**src/rtl/gf2m_multi_square.sv**
```systemverilog
// Repeated squaring engine over GF(2^M) with trinomial x^M + x^K + 1: result = a^(2^n),
// performing up to P squarings per clock with a start/busy/done handshake.
module gf2m_multi_square #(
    parameter int M   = 233,
    parameter int K   = 74,
    parameter int N_W = 8,
    parameter int P   = 1
) (
    input  logic           clk,
    input  logic           rst_n,
    input  logic           start,
    input  logic [N_W-1:0] n,
    input  logic [M-1:0]   a,
    output logic           busy,
    output logic           done,
    output logic [M-1:0]   result
);

    typedef enum logic {
        S_IDLE = 1'b0,
        S_RUN  = 1'b1
    } state_t;

    state_t         state_q, state_d;
    logic [M-1:0]   acc_q, acc_d;
    logic [M-1:0]   result_q, result_d;
    logic [N_W-1:0] rem_q, rem_d;
    logic           done_q, done_d;

    logic [M-1:0]   sq_stage [0:P];
    logic [N_W-1:0] step;
    logic [M-1:0]   sq_sel;

    // Spread bit i to 2i, then fold x^M = x^K + 1 from the top down so that bits
    // produced by an earlier fold are themselves folded when still >= M.
    function automatic logic [M-1:0] gf_sq(input logic [M-1:0] x);
        logic [2*M-2:0] w;
        w = '0;
        for (int i = 0; i < M; i++) begin
            w[2*i] = x[i];
        end
        for (int i = 2*M-2; i >= M; i--) begin
            w[i-M+K] = w[i-M+K] ^ w[i];
            w[i-M]   = w[i-M] ^ w[i];
        end
        return w[M-1:0];
    endfunction

    assign sq_stage[0] = acc_q;

    generate
        for (genvar gi = 1; gi <= P; gi++) begin : g_stage
            assign sq_stage[gi] = gf_sq(sq_stage[gi-1]);
        end
    endgenerate

    // The last step of a job may need fewer than P squarings.
    always_comb begin
        step   = (rem_q < N_W'(P)) ? rem_q : N_W'(P);
        sq_sel = sq_stage[0];
        for (int j = 1; j <= P; j++) begin
            if (step == N_W'(j)) begin
                sq_sel = sq_stage[j];
            end
        end
    end

    always_comb begin
        state_d  = state_q;
        acc_d    = acc_q;
        rem_d    = rem_q;
        result_d = result_q;
        done_d   = 1'b0;
        case (state_q)
            S_IDLE: begin
                if (start) begin
                    if (n == '0) begin
                        result_d = a;
                        done_d   = 1'b1;
                    end else begin
                        acc_d   = a;
                        rem_d   = n;
                        state_d = S_RUN;
                    end
                end
            end
            S_RUN: begin
                acc_d = sq_sel;
                rem_d = rem_q - step;
                if (rem_q == step) begin
                    result_d = sq_sel;
                    done_d   = 1'b1;
                    state_d  = S_IDLE;
                end
            end
            default: state_d = S_IDLE;
        endcase
    end

    always_ff @(posedge clk or negedge rst_n) begin
        if (!rst_n) begin
            state_q  <= S_IDLE;
            acc_q    <= '0;
            rem_q    <= '0;
            result_q <= '0;
            done_q   <= 1'b0;
        end else begin
            state_q  <= state_d;
            acc_q    <= acc_d;
            rem_q    <= rem_d;
            result_q <= result_d;
            done_q   <= done_d;
        end
    end

    assign busy   = (state_q == S_RUN);
    assign done   = done_q;
    assign result = result_q;

endmodule

```
**config.mk**
```make
export PLATFORM = sky130hd
export DESIGN_NAME = gf2m_multi_square
export DESIGN_NICKNAME = d
export VERILOG_FILES = /design/src/rtl/gf2m_multi_square.sv
export SDC_FILE = /design/constraint.sdc
export NUM_CORES = 1
export LEC_CHECK = 0
export CORE_MARGIN = 5
export CORE_UTILIZATION = 27
export DETAILED_ROUTE_END_ITERATION = 8
export GPL_ROUTABILITY_DRIVEN = 0
export GPL_TIMING_DRIVEN = 0
export SLEW_MARGIN = 20
export SYNTH_ARGS = -nofsm -noshare
export SYNTH_HDL_FRONTEND = slang
export SYNTH_SLANG_ARGS = --single-unit
```
**constraint.sdc**
```tcl
create_clock -name clk -period 3.1 [get_ports clk]
set_input_delay 0.62 -clock clk [delete_from_list [all_inputs] [get_ports clk]]
set_output_delay 0.62 -clock clk [all_outputs]
set_load 0.005 [all_outputs]
```
==> metrics.md, run 1 <==
| Metric | Value |
|---|---|
| Number of synthesized flops with an enable pin | 0 |
| Max transition margin | 16.4% |
| Async SR Flop Fraction | 100% |
| CP startpoint kind | flop |
| CP endpoint kind | flop |
| DP Area | 30900 µm² |
| F_max | 324 MHz |
| Row Count | 110 |
| Count of pins over their slew limit | 0 |
| Detail Placement HPWL | 100000 µm |
| Die Height | 311 µm |
| Bufs and invs on worst path | 3 |
| Clk Latency, worst-skew pair | 630 ps |
| Worst Path Max Fanout | 19 |
| Largest net degree at the start of global routing | 93 |
| Antenna viol nets, final | 0 |
| Gr ovfl total | 0 |
| R2R setup slack | 9 ps |
| Fin crit share | 99.7% |
| DRT Pass-1 Iters | 5 |
| RSZ-0062 raised after global routing | no |
| Tmin final | 3090 ps |
| Crit path kind | flop to flop |
| Status | finished, final reports clean |
| Switching power | 16.7 mW |
| CP Data Arrival Time | 3640 ps |
| Internal Dissipation | 22.8 mW |
| Hold Path Cell Cnt | 1 |
| Setup violators final | 0 |
| Mapped Cells | 2180 |
| Clock skew | 19.3 ps |
| Ys flop type | dfrtp_1 |
| Antenna violations before repair | 5 |
| Via Count | 22062 |
| Gr usage total | 24.8% |
| Top delay family on crit path | buffers and inverters |
| Routed WL per cell | 32.0 µm |
| Final core occ | 36.4% |
| Vias in the first global route | 21754 |
| Synth Register Bits | 476 |
| Power Density | 1210 nW/µm² |
| Dpl cells | 3841 |
| Final Worst Setup Slack | 9.41 ps |
| Endpoints failing hold | 0 |
| Total power | 39.6 mW |
| I/O Buffers | 478 |
| IR drop worst, VDD | 0.000437 V |
| DRC viols | 0 |
| Mapped Area | 24400 µm² |
| TritonCTS Sinks | 476 |
| Post-route insts no fill | 3940 |
| Mean Syn Cell Area | 11.2 µm² |
| Comb pwr share | 50.0% |
| Hold Crit Class | flop to flop |
| Power share of the sequential group | 33.1% |
| Worst Reg-to-Reg Cells | 6 |
| CP max-delay cell | clkbuf_1 |
| WL final | 126000 µm |
| Root buf cell | clkbuf_16 |
| Warnings, synthesis | 0 |
| Hold Slack | 492 ps |
| Worst slack at placement | -894 ps |
| IO Pins | 479 |
| CTS Buffer Depth | 3 |
| Fin area | 32700 µm² |
| Seq/Total Area, Yosys | 48.7% |
| Initial Util | 27.2% |
| CTS Buf Count | 51 |
| Leak pwr | 11.7 nW |
| Die Footprint | 96700 µm² |
| Worst path required time | 3650 ps |
| Fin nets | 2968 |
| TNS Setup | 0 ps |
| Initial drt markers | 2692 |
| Sw frac | 42.3% |
| Die W | 311 µm |
| Synth cell types | 46 |
| Levels on crit path | 6 |
| Slowest stage delay, CP | 560 ps |
| Syn Nets | 2425 |
| Max Cap Viol | 0 |
| Core ar. | 90000 µm² |
| First-pass GRT wire length | 173000 µm |
| Clock slew at reported path FFs | 70 ps |
| Critical Path, Cell by Cell | inv_1 > clkbuf_4 > clkbuf_1 > nand2_1 > o311ai_0 > mux2_2 |
| Vias per cell | 5.60 |
| CTS tree | done |
| Slew at the pin with the worst max-slew slack | 1240 ps |
| Clock share of power | 16.9% |
| Synthesis-to-finish area growth | 33.9% |
| Share of cells above drive strength 1 | 22.9% |
| CTS H-tree depth | 2 |
[cells in the final DEF, fill, tap and decap left out, types with 26 or more instances in the layout]
master / netlist / final
dfrtp_1: 476 / 476
buf_4: 21 / 26
a31oi_1: 81 / 81
nand4_1: 152 / 152
buf_1: 49 / 49
o311ai_1: 79 / 79
nor2_1: 84 / 84
nand3_1: 84 / 84
o311ai_0: 72 / 72
xnor2_1: 152 / 152
clkbuf_16: 0 / 53
clkdlybuf4s50_1: 0 / 477
nand2_1: 153 / 153
mux2_2: 461 / 461
o21ai_0: 86 / 84
clkbuf_1: 145 / 137
[what timing repair did]
item,4_1_cts,5_1_grt
setup endpoints to repair,455,43
gates resized for setup,10,9
pin swaps,1,0
endpoints found under the hold margin,42,0
gates cloned,0,0
hold buffers,1,0
setup buffers,5,0
[final cells by class]
| type | count | area, µm² |
|---|---|---|
| Clock inverter | 23 | 262 |
| Inverter | 5 | 18.8 |
| Sequential cell | 476 | 11900 |
| Multi-Input combinational cell | 1455 | 11400 |
| Antenna cell | 1 | 2.50 |
| Fill cell | 9065 | 57300 |
| Tap cell | 1176 | 1470 |
| Buffer | 243 | 1100 |
| Timing Repair Buffer | 491 | 5010 |
| Clock buffer | 70 | 1520 |
[Yosys cell counts, types with 3 or more instances]
master | number | area [µm²]
o311ai_0 | 72 | 631
o311ai_1 | 79 | 692
mux2i_1 | 3 | 30.0
nor3_1 | 5 | 25.0
or4_1 | 3 | 22.5
nor2_1 | 84 | 315
inv_1 | 4 | 15.0
o21ai_0 | 86 | 430
mux2_2 | 461 | 5190
buf_2 | 20 | 100
clkbuf_1 | 145 | 544
buf_4 | 21 | 158
nand4_1 | 152 | 951
xnor2_1 | 152 | 1330
a21oi_1 | 7 | 35.0
nand2_1 | 153 | 574
buf_1 | 49 | 184
buf_6 | 9 | 101
a31oi_1 | 81 | 507
nand3_1 | 84 | 420
nor4_1 | 4 | 25.0
dfrtp_1 | 476 | 11900
[logic make-up (layout without fill, tap and decap cells)]
group	Yosys count	in the layout	share of synthesized area (%)
fa+ha+maj	1	1	0.0512
xor+xnor	153	153	5.48
mux	465	465	21.4
compound gates	341	341	9.92
flops	476	476	48.7
simple gates	495	495	9.91
buf+inv	249	832	4.52
other cells	0	1	0
[layer usage]
layer / GRT usage (%) / routed length, µm
met1: 32.1 / 49800
met2: 38.0 / 55100
met3: 7.83 / 13800
met4: 11.3 / 7350
met5: 0 / 58
[power by group through the flow]
| stage | combinational, mW | sequential, mW | clock [mW] |
|---|---|---|---|
| detailed placement | 19.3 | 13.0 | 0 |
| global placement | 19.1 | 13.0 | 0 |
| floorplan | 10.1 | 11.6 | 0 |
| finish | 19.8 | 13.1 | 6.69 |
| CTS | 19.5 | 12.9 | 6.70 |
| global route | 20.6 | 13.3 | 6.92 |
[final timing paths]
path                       startpoint          end
setup reg to reg                 busy   result[60]
hold reg to reg            result[23]   result[23]
min in group asynchronous       rst_n  result[152]
hold / removal             result[23]   result[23]
max in group asynchronous       rst_n   result[16]
setup / recovery                 busy   result[60]
[flip-flops by register name (all words and copies together), names as in the netlist]
register / count
acc_q: 233
result: 233
rem_q: 8
busy: 1
done: 1
Power figures use the tool's default switching activity.
==> run 2, diff against run 1 <==
Settings changed: CTS_CLUSTER_DIAMETER from default to 30.
==> run 2 against run 1 <==
- the run now ends with negative setup slack left
- die area is the same
- combinational power is essentially flat
- via count grew 1.9%
- routed wire length grew 0.92%
- clock power grew 75%
- non-clock buffer count is the same
- sequential power is essentially flat
- critical path depth is the same
- critical endpoint unchanged
- count of clock-buffer cells in the layout grew 64
- register-to-register slack lost 50 ps
==> metrics.md, run 2 (synthesis results as in run 1) <==
| Metric | Value |
|---|---|
| Clock slew at reported path FFs | 50 ps (-20 ps) |
| Die W | 311 µm (unchanged) |
| Internal Dissipation | 27.0 mW (+18%) |
| TritonCTS Sinks | 476 (unchanged) |
| CTS Buf Count | 105 (+110%) |
| Max Cap Viol | 0 (unchanged) |
| Detail Placement HPWL | 100000 µm (unchanged) |
| Routed WL per cell | 31.5 µm (-1.6%) |
| IR drop worst, VDD | 0.000541 V (+24%) |
| CTS tree | done |
| Status | complete, but fails checks |
| Worst Path Max Fanout | 10 (-9) |
| Initial Util | 27.2% (unchanged) |
| Power share of the sequential group | 29.3% (-3.8 points) |
| IO Pins | 479 (unchanged) |
| Vias in the first global route | 22360 (+2.8%) |
| Failing checks | negative setup slack |
| Share of cells above drive strength 1 | 25.2% (+2.3 points) |
| Tmin final | 3140 ps (+48.7 ps) |
| Initial drt markers | 2578 (-4.2%) |
| RSZ-0062 raised after global routing | no |
| Reg2reg start | rem_q[2] |
| Worst path required time | 3710 ps (+60 ps) |
| Final Worst Setup Slack | -39.3 ps (-48.7 ps) |
| Row Count | 110 (unchanged) |
| Fin nets | 3022 (+1.8%) |
| Largest net degree at the start of global routing | 93 (unchanged) |
| Hold Crit Class | input pin to async pin |
| Antenna viol nets, final | 0 (unchanged) |
| Comb pwr share | 44.4% (-5.6 points) |
| DRC viols | 0 (unchanged) |
| WL final | 127000 µm (+0.92%) |
| Gr usage total | 25.1% (+0.30 points) |
| TNS Setup | -68.4 ps (-68.4 ps) |
| Core ar. | 90000 µm² (unchanged) |
| Vias per cell | 5.57 (-0.58%) |
| First-pass GRT wire length | 175000 µm (+1.2%) |
| Clock skew | 45.6 ps (+26.4 ps) |
| Die Height | 311 µm (unchanged) |
| Clk Latency, worst-skew pair | 670 ps (+40 ps) |
| Worst Reg-to-Reg Cells | 6 (unchanged) |
| Root buf cell | clkbuf_16 |
| Slew at the pin with the worst max-slew slack | 1240 ps (+6.21 ps) |
| Reg2reg end | result[60] |
| Sw frac | 39.6% (-2.6 points) |
| F_max | 319 MHz (-1.6%) |
| Commonest non-fill, non-tap cell in the layout | clkdlybuf4s50_1 |
| Gr ovfl total | 0 (unchanged) |
| Crit path kind | flop to flop |
| DP Area | 30900 µm² (unchanged) |
| Synthesis-to-finish area growth | 41.8% |
| Power Density | 1290 nW/µm² (+6.7%) |
| Setup violators final | 2 (+2) |
| CP Data Arrival Time | 3750 ps (+110 ps) |
| Clock share of power | 26.3% (+9.4 points) |
| CP endpoint kind | flop |
| I/O Buffers | 478 (unchanged) |
| CTS H-tree depth | 3 (+1) |
| R2R setup slack | -40 ps (-50 ps) |
| Die Footprint | 96700 µm² (unchanged) |
| Fin area | 34700 µm² (+5.9%) |
| DRT Pass-1 Iters | 6 (+1) |
| Max transition margin | 15.9% (-0.42 points) |
| Count of pins over their slew limit | 0 (unchanged) |
| CP startpoint kind | flop |
| Via Count | 22485 (+1.9%) |
| Antenna violations before repair | 6 (+1) |
| CTS Buffer Depth | 3 (unchanged) |
| Switching power | 17.7 mW (+5.9%) |
| Endpoints failing hold | 0 (unchanged) |
| Leak pwr | 12.6 nW (+7.9%) |
| Fin crit share | 101% (+1.6 points) |
| Commonest non-fill, non-tap cells in the layout | clkdlybuf4s50_1 (477), dfrtp_1 (476), mux2_2 (461) |
[run 2: layout make-up]
| class | instances | area, µm² |
|---|---|---|
| antenna | 3 | 7.51 |
| sequential | 476 | 11900 |
| clock inverter | 56 | 774 |
| tap | 1176 | 1470 |
| inverter | 5 | 18.8 |
| multi-input combinational | 1455 | 11400 |
| clock buffer | 134 | 2930 |
| buffer | 243 | 1100 |
| timing repair buffer | 491 | 5010 |
| fill | 8910 | 55300 |
[run 2: how the worst max path moves through the flow]
| stage | start | to | slack [ps] | depth (start not counted) |
|---|---|---|---|---|
| 2_1_floorplan | rem_q[1] | rem_q[6] | 670 | 11 |
| 3_3_place_gp | rst_n | result[28] | -21110 | 1 |
| 3_5_place_dp | busy | acc_q[229] | -890 | 8 |
| 4_1_cts | busy | result[229] | 20 | 7 |
| 5_1_grt | rem_q[2] | result[60] | 10 | 6 |
| 6_report | rem_q[2] | result[60] | -40 | 6 |
[run 2: what timing repair did]
action,CTS,global route
resized for setup,11,6
setup buffers,5,0
hold endpoints to repair,42,0
pin swaps,2,0
cloned,0,0
setup endpoints to repair,448,110
hold buffers,1,0
[run 2: power groups by stage]
stage | Combinational, mW | Sequential [mW] | Clock (mW)
global placement | 19.1 | 13.0 | 0
CTS | 19.5 | 13.0 | 11.8
floorplan | 10.1 | 11.6 | 0
detailed placement | 19.3 | 13.0 | 0
finish | 19.8 | 13.1 | 11.7
global route | 20.7 | 13.3 | 12.1
[run 2: worst max-delay path, stage by stage (launching register included)]
cell and delay [ps]:
dfrtp_1 470, nor4_4 580, buf_2 450, clkbuf_1 710, nand4_1 160, o311ai_0 380, mux2_2 320
[run 2: per-layer routing]
layer | global-route usage, % | vias up | routed length [µm]
li1 | - | 9331 | -
met1 | 32.1 | 11385 | 50300
met2 | 37.6 | 1465 | 55200
met3 | 8.40 | 294 | 13800
met4 | 13.3 | 10 | 7850
met5 | 0 | - | 64
[run 2: through the flow]
step | worst slack (ps) | total power [mW] | utilization [%] | std cells | hold WS [ps]
global placement | -21110 | 32.1 | 34.1 | 3834 | 482
CTS | 15.4 | 44.2 | 38.5 | 4036 | 477
finish | -39.3 | 44.7 | 38.5 | 4039 | 481
detailed placement | -894 | 32.4 | 34.3 | 3841 | 486
floorplan | 673 | 21.8 | - | 2180 | 324
global route | 10.9 | 46.1 | 38.5 | 4037 | 516
